[src/rtl/cla_nibble_sequencer.sv]
// Multi-cycle WIDTH-bit adder: one 4-bit carry-lookahead slice is reused
// once per clock, least-significant nibble first, with a registered carry
// between nibbles. Also contains the 4-bit slice it is built around.

module carrylookaheadadder (
    input  logic [3:0] a,
    input  logic [3:0] b,
    input  logic       cin,
    output logic [3:0] sum,
    output logic       cout
);
    logic [3:0] g;
    logic [3:0] p;
    logic [4:0] c;

    // Generate/propagate carry lookahead across the four bits.
    always_comb begin
        g    = a & b;
        p    = a ^ b;
        c[0] = cin;
        c[1] = g[0] | (p[0] & c[0]);
        c[2] = g[1] | (p[1] & g[0]) | (p[1] & p[0] & c[0]);
        c[3] = g[2] | (p[2] & g[1]) | (p[2] & p[1] & g[0]) | (p[2] & p[1] & p[0] & c[0]);
        c[4] = g[3] | (p[3] & g[2]) | (p[3] & p[2] & g[1]) | (p[3] & p[2] & p[1] & g[0])
             | (p[3] & p[2] & p[1] & p[0] & c[0]);
        sum  = p ^ c[3:0];
        cout = c[4];
    end
endmodule

module cla_nibble_sequencer #(
    parameter int unsigned WIDTH = 16
) (
    input  logic             clk,
    input  logic             rst,
    input  logic             start,
    input  logic [WIDTH-1:0] a,
    input  logic [WIDTH-1:0] b,
    input  logic             cin,
    output logic             busy,
    output logic             done,
    output logic [WIDTH-1:0] sum,
    output logic             cout
);
    localparam int unsigned NIB = WIDTH / 4;
    localparam int unsigned IW  = (NIB > 1) ? $clog2(NIB) : 1;

    typedef enum logic {StIdle, StAdd} state_t;

    state_t           state;
    logic [WIDTH-1:0] opa;
    logic [WIDTH-1:0] opb;
    logic [WIDTH-1:0] acc;
    logic             carry;
    logic [IW-1:0]    idx;

    logic [WIDTH-1:0] sh_a;
    logic [WIDTH-1:0] sh_b;
    logic [3:0]       nib_a;
    logic [3:0]       nib_b;
    logic [3:0]       slice_sum;
    logic             slice_cout;
    logic [WIDTH-1:0] acc_upd;
    logic             last;

    // Select nibble idx of each operand by shifting it down to bit 0.
    always_comb begin
        sh_a  = opa >> {idx, 2'b00};
        sh_b  = opb >> {idx, 2'b00};
        nib_a = sh_a[3:0];
        nib_b = sh_b[3:0];
        last  = (idx == IW'(NIB - 1));
    end

    carrylookaheadadder u_slice (
        .a    (nib_a),
        .b    (nib_b),
        .cin  (carry),
        .sum  (slice_sum),
        .cout (slice_cout)
    );

    // Accumulator with nibble idx replaced by this cycle's slice sum; on the
    // final nibble this is the complete result.
    always_comb begin
        acc_upd = acc;
        for (int i = 0; i < int'(NIB); i++) begin
            if (idx == IW'(i)) begin
                acc_upd[4*i +: 4] = slice_sum;
            end
        end
    end

    // Sequencer FSM with registered status and result outputs.
    always_ff @(posedge clk or posedge rst) begin
        if (rst) begin
            state <= StIdle;
            opa   <= '0;
            opb   <= '0;
            acc   <= '0;
            carry <= 1'b0;
            idx   <= '0;
            busy  <= 1'b0;
            done  <= 1'b0;
            sum   <= '0;
            cout  <= 1'b0;
        end else begin
            done <= 1'b0;
            case (state)
                StIdle: begin
                    if (start) begin
                        opa   <= a;
                        opb   <= b;
                        carry <= cin;
                        idx   <= '0;
                        busy  <= 1'b1;
                        state <= StAdd;
                    end
                end
                StAdd: begin
                    acc   <= acc_upd;
                    carry <= slice_cout;
                    if (last) begin
                        sum   <= acc_upd;
                        cout  <= slice_cout;
                        done  <= 1'b1;
                        busy  <= 1'b0;
                        state <= StIdle;
                    end else begin
                        idx <= idx + 1'b1;
                    end
                end
                default: state <= StIdle;
            endcase
        end
    end
endmodule

[config.mk]
export PLATFORM = sky130hd
export DESIGN_NAME = cla_nibble_sequencer
export DESIGN_NICKNAME = d
export VERILOG_FILES = /design/src/rtl/cla_nibble_sequencer.sv
export SDC_FILE = /design/constraint.sdc
export NUM_CORES = 1
export LEC_CHECK = 0
export BUFFER_PORTS_ARGS = -buffer_cell sky130_fd_sc_hd__buf_4
export CORE_MARGIN = 3
export CORE_UTILIZATION = 59
export DETAILED_ROUTE_END_ITERATION = 16
export PLACE_DENSITY = 0.84
export SETUP_SLACK_MARGIN = 0.3
export SLEW_MARGIN = 20
export SYNTH_ARGS = -nofsm -noshare
export SYNTH_HDL_FRONTEND = slang
export SYNTH_SLANG_ARGS = --single-unit
[constraint.sdc]
create_clock -name clk -period 4.41 [get_ports clk]
set_input_delay 0.441 -clock clk [delete_from_list [all_inputs] [get_ports clk]]
set_output_delay 0.441 -clock clk [all_outputs]
set_load 0.02 [all_outputs]
==> results of run 1 <==
state kept, by name, indices dropped and copies added (netlist names):
signal  count
acc        12
busy        1
carry       1
cout        1
done        1
idx         2
opa        16
opb        16
state       1
sum        16
cell usage in the layout, fill, tap and decap left out, drive strengths merged:
master  synthesis  final
mux4            8      8
a31oi           3      3
dfrtp          67     67
nor2            8      8
buf            12     56
mux2           32     32
xnor2           3      3
fa              1      1
nand2          30     30
a21oi           6      6
clkbuf          2     14
ha              8      8
inv             7      7
o21ai          32     32
or2             1      1
clkinv          1      1
a21o            1      1
mux2i           6      6
nor2b           4      4
o21bai          2      2
nor3b           3      3
o31ai           1      1
bufinv          0      1
nand3b          1      1
xor2            1      1
a211oi          2      2
worst max path at each step:
stage                      start       to  slack, ns
after global routing      idx[0]   sum[7]       1.54
after global placement    idx[0]  sum[15]       1.88
after CTS                 idx[0]   acc[3]       1.76
after detailed placement  idx[0]  sum[15]       1.79
final                     idx[0]   acc[3]       1.75
after floorplan           idx[0]  acc[11]       2.12
power by group through the flow:
stage | clock network (mW) | logic [mW] | registers [mW]
detailed placement | 0 | 1.70 | 1.15
floorplan | 0 | 1.25 | 1.15
global route | 0.572 | 1.90 | 1.19
finish | 0.533 | 1.71 | 1.14
global placement | 0 | 1.63 | 1.13
CTS | 0.543 | 1.71 | 1.14
final cells by class:
type / instances / area, um2
clock buffers: 14 / 182.7
clock inverters: 1 / 30.03
fillers: 336 / 1192
inverters: 8 / 30.03
multi-input cells: 153 / 1232
flip-flops and latches: 67 / 1677
well taps: 67 / 83.83
repair buffers: 56 / 420.4
logic make-up (layout without fill, tap and decap cells):
kind of cell | Yosys count | in the layout
compound gates | 47 | 47
xor+xnor | 4 | 4
fa+ha+maj | 9 | 9
buf+inv | 22 | 79
flops | 67 | 67
mux | 46 | 46
simple gates | 47 | 47
layer usage:
| metal | routed length, um | vias up | track usage |
|---|---|---|---|
| met5 | 0 | - | 0 |
| met4 | 117 | 0 | 0.1281 |
| met3 | 241 | 10 | 0.03944 |
| met2 | 2967 | 50 | 0.3519 |
| met1 | 2458 | 977 | 0.2776 |
| li1 | - | 952 | - |
through the flow:
step	setup slack [ns]	instance area [um2]	hold slack [ns]	power [mW]	std cells
after floorplan	2.123	3034	0.4419	2.396	242
after global placement	1.875	3443	0.4525	2.761	351
after detailed placement	1.790	3443	0.4639	2.855	351
after CTS	1.758	3656	0.3223	3.400	366
after global routing	1.543	3656	0.3229	3.654	366
final	1.747	3656	0.3349	3.378	366
worst register-to-register path, delay by kind of cell, from the launching register on:
family | cells | cell delay [ns]
compound gates | 3 | 0.60
xor+xnor | 1 | 0.31
fa+ha+maj | 1 | 0.31
flops | 1 | 0.70
mux | 1 | 0.61
==> flow_summary.ini, run 1 <==
[routing]
wirelength_um = 5785
drtIter0Drc = 158
post_drt_wl_per_cell_um = 15.81
drc = 0
num_vias = 1989
drtAntennaViolNets = 0
drt_pass1_iterations = 4
viasPerCell = 5.434

[timing]
fin_crit_ns = 2.663
fin_crit_sh = 0.6039
finalSetupViolCount = 0
rsz0062_at_grt = no
finClkSkew_ns = 0.006458
final_hold_viol_count = 0
slew_headroom = 0.4081
fin_setup_tns_ns = 0
fmax_ghz = 0.3755
slew_violations = 0
worst_pin_slew_ns = 0.8858

[critical_path]
critPathMaxFanout = 12
reg2reg_to = acc[3]
worst_ep_arrival_time_ns = 2.86
r2r_cells = 6
r2r_slack_ns = 1.75
critical_path_buf_inv_count = 0
cp_num_cells = 6
start_kind = flip-flop
slowest_stage = dfrtp_1
critical-path-top-delay-family = flip-flops
critPathCaptureType = flip-flop
critPathMaxStageDelay_ns = 0.70
path_cells = mux4_2 > ha_1 > a211oi_2 > o21bai_2 > xnor2_2 > o21ai_0
timing.rr.start = idx[0]
worstSetupPathType = flip-flop to flip-flop
required_ns = 4.61

[floorplan]
fp-row-count = 25
dieArea_um2 = 6039
ios = 55
start_util = 0.6258
die_h_um = 77.71
core_um2 = 4848
die_w_um = 77.71

[worst_hold_path]
whs_path_depth = 2
holdPathEnd = opb[9]
hold_class = primary input to flip-flop
worstHoldStart = b[9]

[power_and_ir_drop]
leakage_nw = 1.687
internal_power_mw = 2.034
combPwrFrac = 0.505
power_switching_mw = 1.344
power_frac_clock = 0.158
powerDensity_nw_per_um2 = 924.0
seqPwrFrac = 0.337
worst_ir_drop_vdd_v = 0.0005328
p_sw_frac = 0.3980

[layout]
fin_nets = 340
diodes = 0
drive_gt1_frac = 0.3880
syn2layout_area_growth_pct = 20.49
final_util = 0.7541

[logic_synthesis]
synth.most_common_cell = dfrtp_1
synthXorXnorAreaFrac = 0.01402
synth_top_family_by_area = multiplexers
yosys.area.top_type = dfrtp_1
syn_avg_cell_area_um2 = 12.54
ys_ff_latch = 67
ys_seq_area_frac = 0.5526
synth_compound_area_frac = 0.08660
synth-async-reset-ratio = 1.000
synth.distinct_cells = 32
synth_edf_count = 0
synth_ff_type = dfrtp_1
synthMuxAreaShare = 0.1979
synthSimpleGateAreaFrac = 0.06804
syn-num-nets = 287
synth_top_area_frac = 0.5526
synth_adder_area_share = 0.03959
syn_area_um2 = 3034
synthTopCellsByArea = dfrtp_1 (55%), mux2_2 (12%), mux4_2 (5.9%)
yosysWarnings = 0
synth_commonest_cells = dfrtp_1 (67), mux2_2 (32), nand2_1 (30), o21ai_0 (29)
synthCells = 242

[placement]
gp_congestion = 0.7624
io_buffer_count = 54
dp_hpwl_um = 4156

[global_route]
track_usage = 0.2189
grt_overflow = 0
antenna_found_initial = 0
grt_pass1_vias = 2100
grt_pass1_wl_um = 10130
grt_max_degree = 68

[clocking]
cts_hold_buf = 0
cts_root_buffer = clkbuf_8
clk_pin_slew_ns = 0.07
cts_tree = done
insertion_delay_ns = 0.34
cts_max_level = 3
cts_sinks = 67
clk_path_buf_depth = 2
postCtsSetupBuffers = 0
ctsResizeCount = 0
numCtsBuffers = 9

[outcome]
status = finished, final reports clean

[run]
drv_cap = 0
(Power assumes the default switching activity.)
==> run 2: changes to the inputs <==
CORE_UTILIZATION = 55   (was 59)
PLACE_DENSITY = 0.79   (was 0.84)
clock period = 2.7 ns   (was 4.41 ns; I/O delays follow)
==> flow_summary.ini, run 2 (same netlist as run 1, synthesis figures left out) <==
[global_route]
grt_max_degree = 35
antenna_found_initial = 0
grt_pass1_vias = 2117
track_usage = 0.2074
grt_pass1_wl_um = 10010
grt_overflow = 0

[power_and_ir_drop]
internal_power_mw = 3.431
leakage_nw = 1.724
seqPwrFrac = 0.321
power_frac_clock = 0.144
power.total_mw = 5.674
p_sw_frac = 0.3952
powerDensity_nw_per_um2 = 1516
power_switching_mw = 2.242
combPwrFrac = 0.535
worst_ir_drop_vdd_v = 0.0007147

[layout]
final_util = 0.7192
fin_nets = 348
reg.largest.list = opa: 16 flops, opb: 16 flops, sum: 16 flops
final_common_cell = dfrtp_1
diodes = 0
layoutNonFillerInstCount = 377
syn2layout_area_growth_pct = 23.38
final_cell_mix = dfrtp_1 (66), buf_4 (62), mux2_2 (32)
design_area_um2 = 3744
drive_gt1_frac = 0.4104

[routing]
post_drt_wl_per_cell_um = 15.58
drtIter0Drc = 76
drt_pass1_iterations = 4
drc = 0
num_vias = 1993
wirelength_um = 5872
drtAntennaViolNets = 0
viasPerCell = 5.286

[floorplan]
die_w_um = 80.28
core_um2 = 5205
ios = 55
die_h_um = 80.28
dieArea_um2 = 6444
start_util = 0.5829
fp-row-count = 26

[timing]
holdWs_ns = 0.06834
final_hold_viol_count = 0
rsz0062_at_grt = no
setup_ws_ns = 0.3621
slew_violations = 0
fin_setup_tns_ns = 0
finClkSkew_ns = 0.01022
fin_crit_sh = 0.8659
worst_pin_slew_ns = 0.7198
fin_crit_ns = 2.338
finalSetupViolCount = 0
fmax_ghz = 0.4277
slew_headroom = 0.5194

[placement]
dp.cells = 358
placed_cell_area_um2 = 3502
gp_congestion = 0.7861
io_buffer_count = 54
place_ws_ns = 0.2012
dp_hpwl_um = 4183

[worst_hold_path]
hold_class = primary input to async pin

[critical_path]
slowest_stage = mux4_2
critPathMaxFanout = 7
required_ns = 2.89
worst_ep_arrival_time_ns = 2.53
critPathMaxStageDelay_ns = 0.53
critPathCaptureType = flip-flop
worstSetupPathType = flip-flop to flip-flop
path_cells = mux4_2 > ha_1 > a211oi_2 > o21bai_2 > xnor2_2 > o21ai_0
start_kind = flip-flop

[clocking]
cts_max_level = 3
cts_tree = done
cts_root_buffer = clkbuf_8
insertion_delay_ns = 0.33
numCtsBuffers = 9
cts_sinks = 67
clk_pin_slew_ns = 0.07
clk_path_buf_depth = 2

[run]
drv_cap = 0

[outcome]
status = finished, final reports clean
[run 2: changes by cell type in the layout (fill, tap and decap cells not counted), sizes merged]
cell / change
clkinv: +1
clkbuf: -1
buf: +8
[run 2: power groups by stage]
stage | Sequential [mW] | Combinational, mW | Clock (mW)
floorplan | 1.87 | 2.04 | 0
global placement | 1.83 | 2.74 | 0
detailed placement | 1.85 | 2.84 | 0
CTS | 1.82 | 2.90 | 0.834
global route | 1.87 | 3.39 | 0.883
finish | 1.82 | 3.04 | 0.818
[run 2: metal layers]
layer	track usage	up-vias	part of all wire
li1	-	962	-
met1	0.2667	977	0.44
met2	0.3336	52	0.51
met3	0.05717	2	0.047
met4	0.08108	0	0.0043
met5	0	-	0
[run 2: layout make-up]
class	count	area, um2
clock buffer	13	158.9
timing repair buffer	64	505.5
clock inverter	2	35.03
sequential	67	1678
tap	70	87.58
fill	380	1461
inverter	8	30.03
multi-input combinational	153	1249
[run 2: repair_timing]
| action | CTS | global route |
|---|---|---|
| pin swaps | 1 | 2 |
| buffers inserted | 3 | 1 |
| hold buffers | 0 | 0 |
| resized for setup | 1 | 3 |
| setup endpoints to repair | 7 | 16 |
[run 2: final timing paths]
check	start	end	slack [ns]	cells after the start
max	idx[1]	acc[11]	0.36	6
min	rst	done	0.07	2
max reg2reg	idx[1]	acc[11]	0.36	6
min reg2reg	acc[10]	acc[10]	0.48	2
max in group asynchronous	rst	idx[1]	2.00	3
min in group clk	b[13]	opb[13]	0.17	2
[run 2: worst max-delay path, delay by kind of cell, from the launching register on]
kind	cells	cell delay [ns]
AOI/OAI and AO/OA	3	0.63
DFF	1	0.43
adders and majority gates	1	0.32
xor gates and xnor gates	1	0.28
muxes	1	0.53
==> run 3: changes to the inputs <==
BUFFER_PORTS_ARGS = -buffer_cell sky130_fd_sc_hd__buf_2   (was -buffer_cell sky130_fd_sc_hd__buf_4)
==> flow_summary.ini, run 3 (same netlist as run 1, synthesis figures left out) <==
[outcome]
status = finished, final reports clean

[global_route]
grt_max_degree = 35
grt_overflow = 0
grt_pass1_wl_um = 10030
grt_pass1_vias = 2080
antenna_found_initial = 0
track_usage = 0.2098

[critical_path]
timing.rr.start = idx[1]
worst_ep_arrival_time_ns = 2.56
required_ns = 2.95
start_kind = flip-flop
reg2reg_to = sum[15]
worstSetupPathType = flip-flop to flip-flop
path_cells = mux4_2 > ha_1 > a211oi_2 > o21bai_2 > xnor2_2 > buf_4 > o21ai_0
critPathMaxFanout = 5
critPathCaptureType = flip-flop
r2r_cells = 7
r2r_slack_ns = 0.39
critPathMaxStageDelay_ns = 0.53
slowest_stage = mux4_2

[floorplan]
core_um2 = 5205
dieArea_um2 = 6444
start_util = 0.5829
die_w_um = 80.28
die_h_um = 80.28
ios = 55
fp-row-count = 26

[clocking]
insertion_delay_ns = 0.34
clk_path_buf_depth = 2
clk_pin_slew_ns = 0.07
cts_sinks = 67
cts_tree = done
numCtsBuffers = 9
cts_root_buffer = clkbuf_8
cts_hold_buf = 0
cts_max_level = 3

[routing]
viasPerCell = 5.343
drc = 0
drt_pass1_iterations = 4
post_drt_wl_per_cell_um = 16.05
drtIter0Drc = 86
num_vias = 2025
wirelength_um = 6083
drtAntennaViolNets = 0

[run]
drv_cap = 0

[layout]
final_cell_mix = dfrtp_1 (65), buf_2 (54), mux2_2 (32)
final_common_cell = dfrtp_1
drive_gt1_frac = 0.4207
reg.largest.list = opa: 16 flops, opb: 16 flops, sum: 16 flops
multi_input_comb_area_um2 = 1252
design_area_um2 = 3628
register_area_um2 = 1679
fin_nets = 350
diodes = 0
final_util = 0.6971
syn2layout_area_growth_pct = 19.59
num-fill-cells = 407

[timing]
rsz0062_at_grt = no
final_hold_viol_count = 0
setup_ws_ns = 0.3860
fmax_ghz = 0.4322
fin_setup_tns_ns = 0
fin_crit_ns = 2.314
worst_pin_slew_ns = 0.7187
finClkSkew_ns = 0.009363
fin_crit_sh = 0.8570
finalSetupViolCount = 0
slew_violations = 0
slew_headroom = 0.5202

[placement]
dp_hpwl_um = 4397
gp_congestion = 0.8345
place_ws_ns = 0.2229
placed_cell_area_um2 = 3367
io_buffer_count = 54

[worst_hold_path]
hold_class = primary input to async pin
[run 3: cell count changes in the layout (fill, tap and decap cells not counted)]
cell      change
buf_2        +54
dfrtp_2       +1
buf_4        -52
o21bai_1      -1
dfrtp_1       -1
o21bai_2      +1
[run 3: worst max-delay path by stage]
stage | start | endpoint | cells after the start
global placement | idx[1] | sum[11] | 6
detailed placement | idx[1] | acc[7] | 6
finish | idx[1] | sum[15] | 7
global route | idx[1] | acc[11] | 7
floorplan | idx[0] | acc[11] | 7
CTS | idx[0] | sum[15] | 8
[run 3: critical path: cells and delay by family (launching register included)]
| family | cells | cell delay [ns] |
|---|---|---|
| muxes | 1 | 0.53 |
| buffers and inverters | 1 | 0.15 |
| xor gates and xnor gates | 1 | 0.16 |
| adders and majority gates | 1 | 0.33 |
| DFF | 1 | 0.42 |
| AOI/OAI and AO/OA | 3 | 0.63 |
[run 3: timing repair]
| item | CTS | global route |
|---|---|---|
| pin swaps | 1 | 1 |
| resized for setup | 1 | 5 |
| endpoints found under the setup margin | 9 | 16 |
| setup buffers | 2 | 4 |
[run 3: routing by layer]
layer	track usage	vias up	part of all wire
met5	0	-	0
met4	0.1166	0	0.027
met3	0.04372	16	0.051
met2	0.3353	67	0.50
met1	0.2662	975	0.42
li1	-	967	-
[run 3: cell type report]
class	count	share of cell area
flip-flops and latches	67	0.4628
inverters	8	0.008276
multi-input cells	153	0.3452
repair buffers	66	0.1062
well taps	70	0.02414
clock inverters	2	0.009655
clock buffers	13	0.04379
[run 3: stage by stage]
step,hold slack [ns],instances
global placement,0.4267,358
global route,0.1044,379
finish,0.05040,379
floorplan,0.3563,242
detailed placement,0.4264,358
CTS,0.05655,375
Power of run 3 is left out: the tool's default activity adds up to more than one toggle a clock period on the data nets, which glitch-free logic cannot reach.
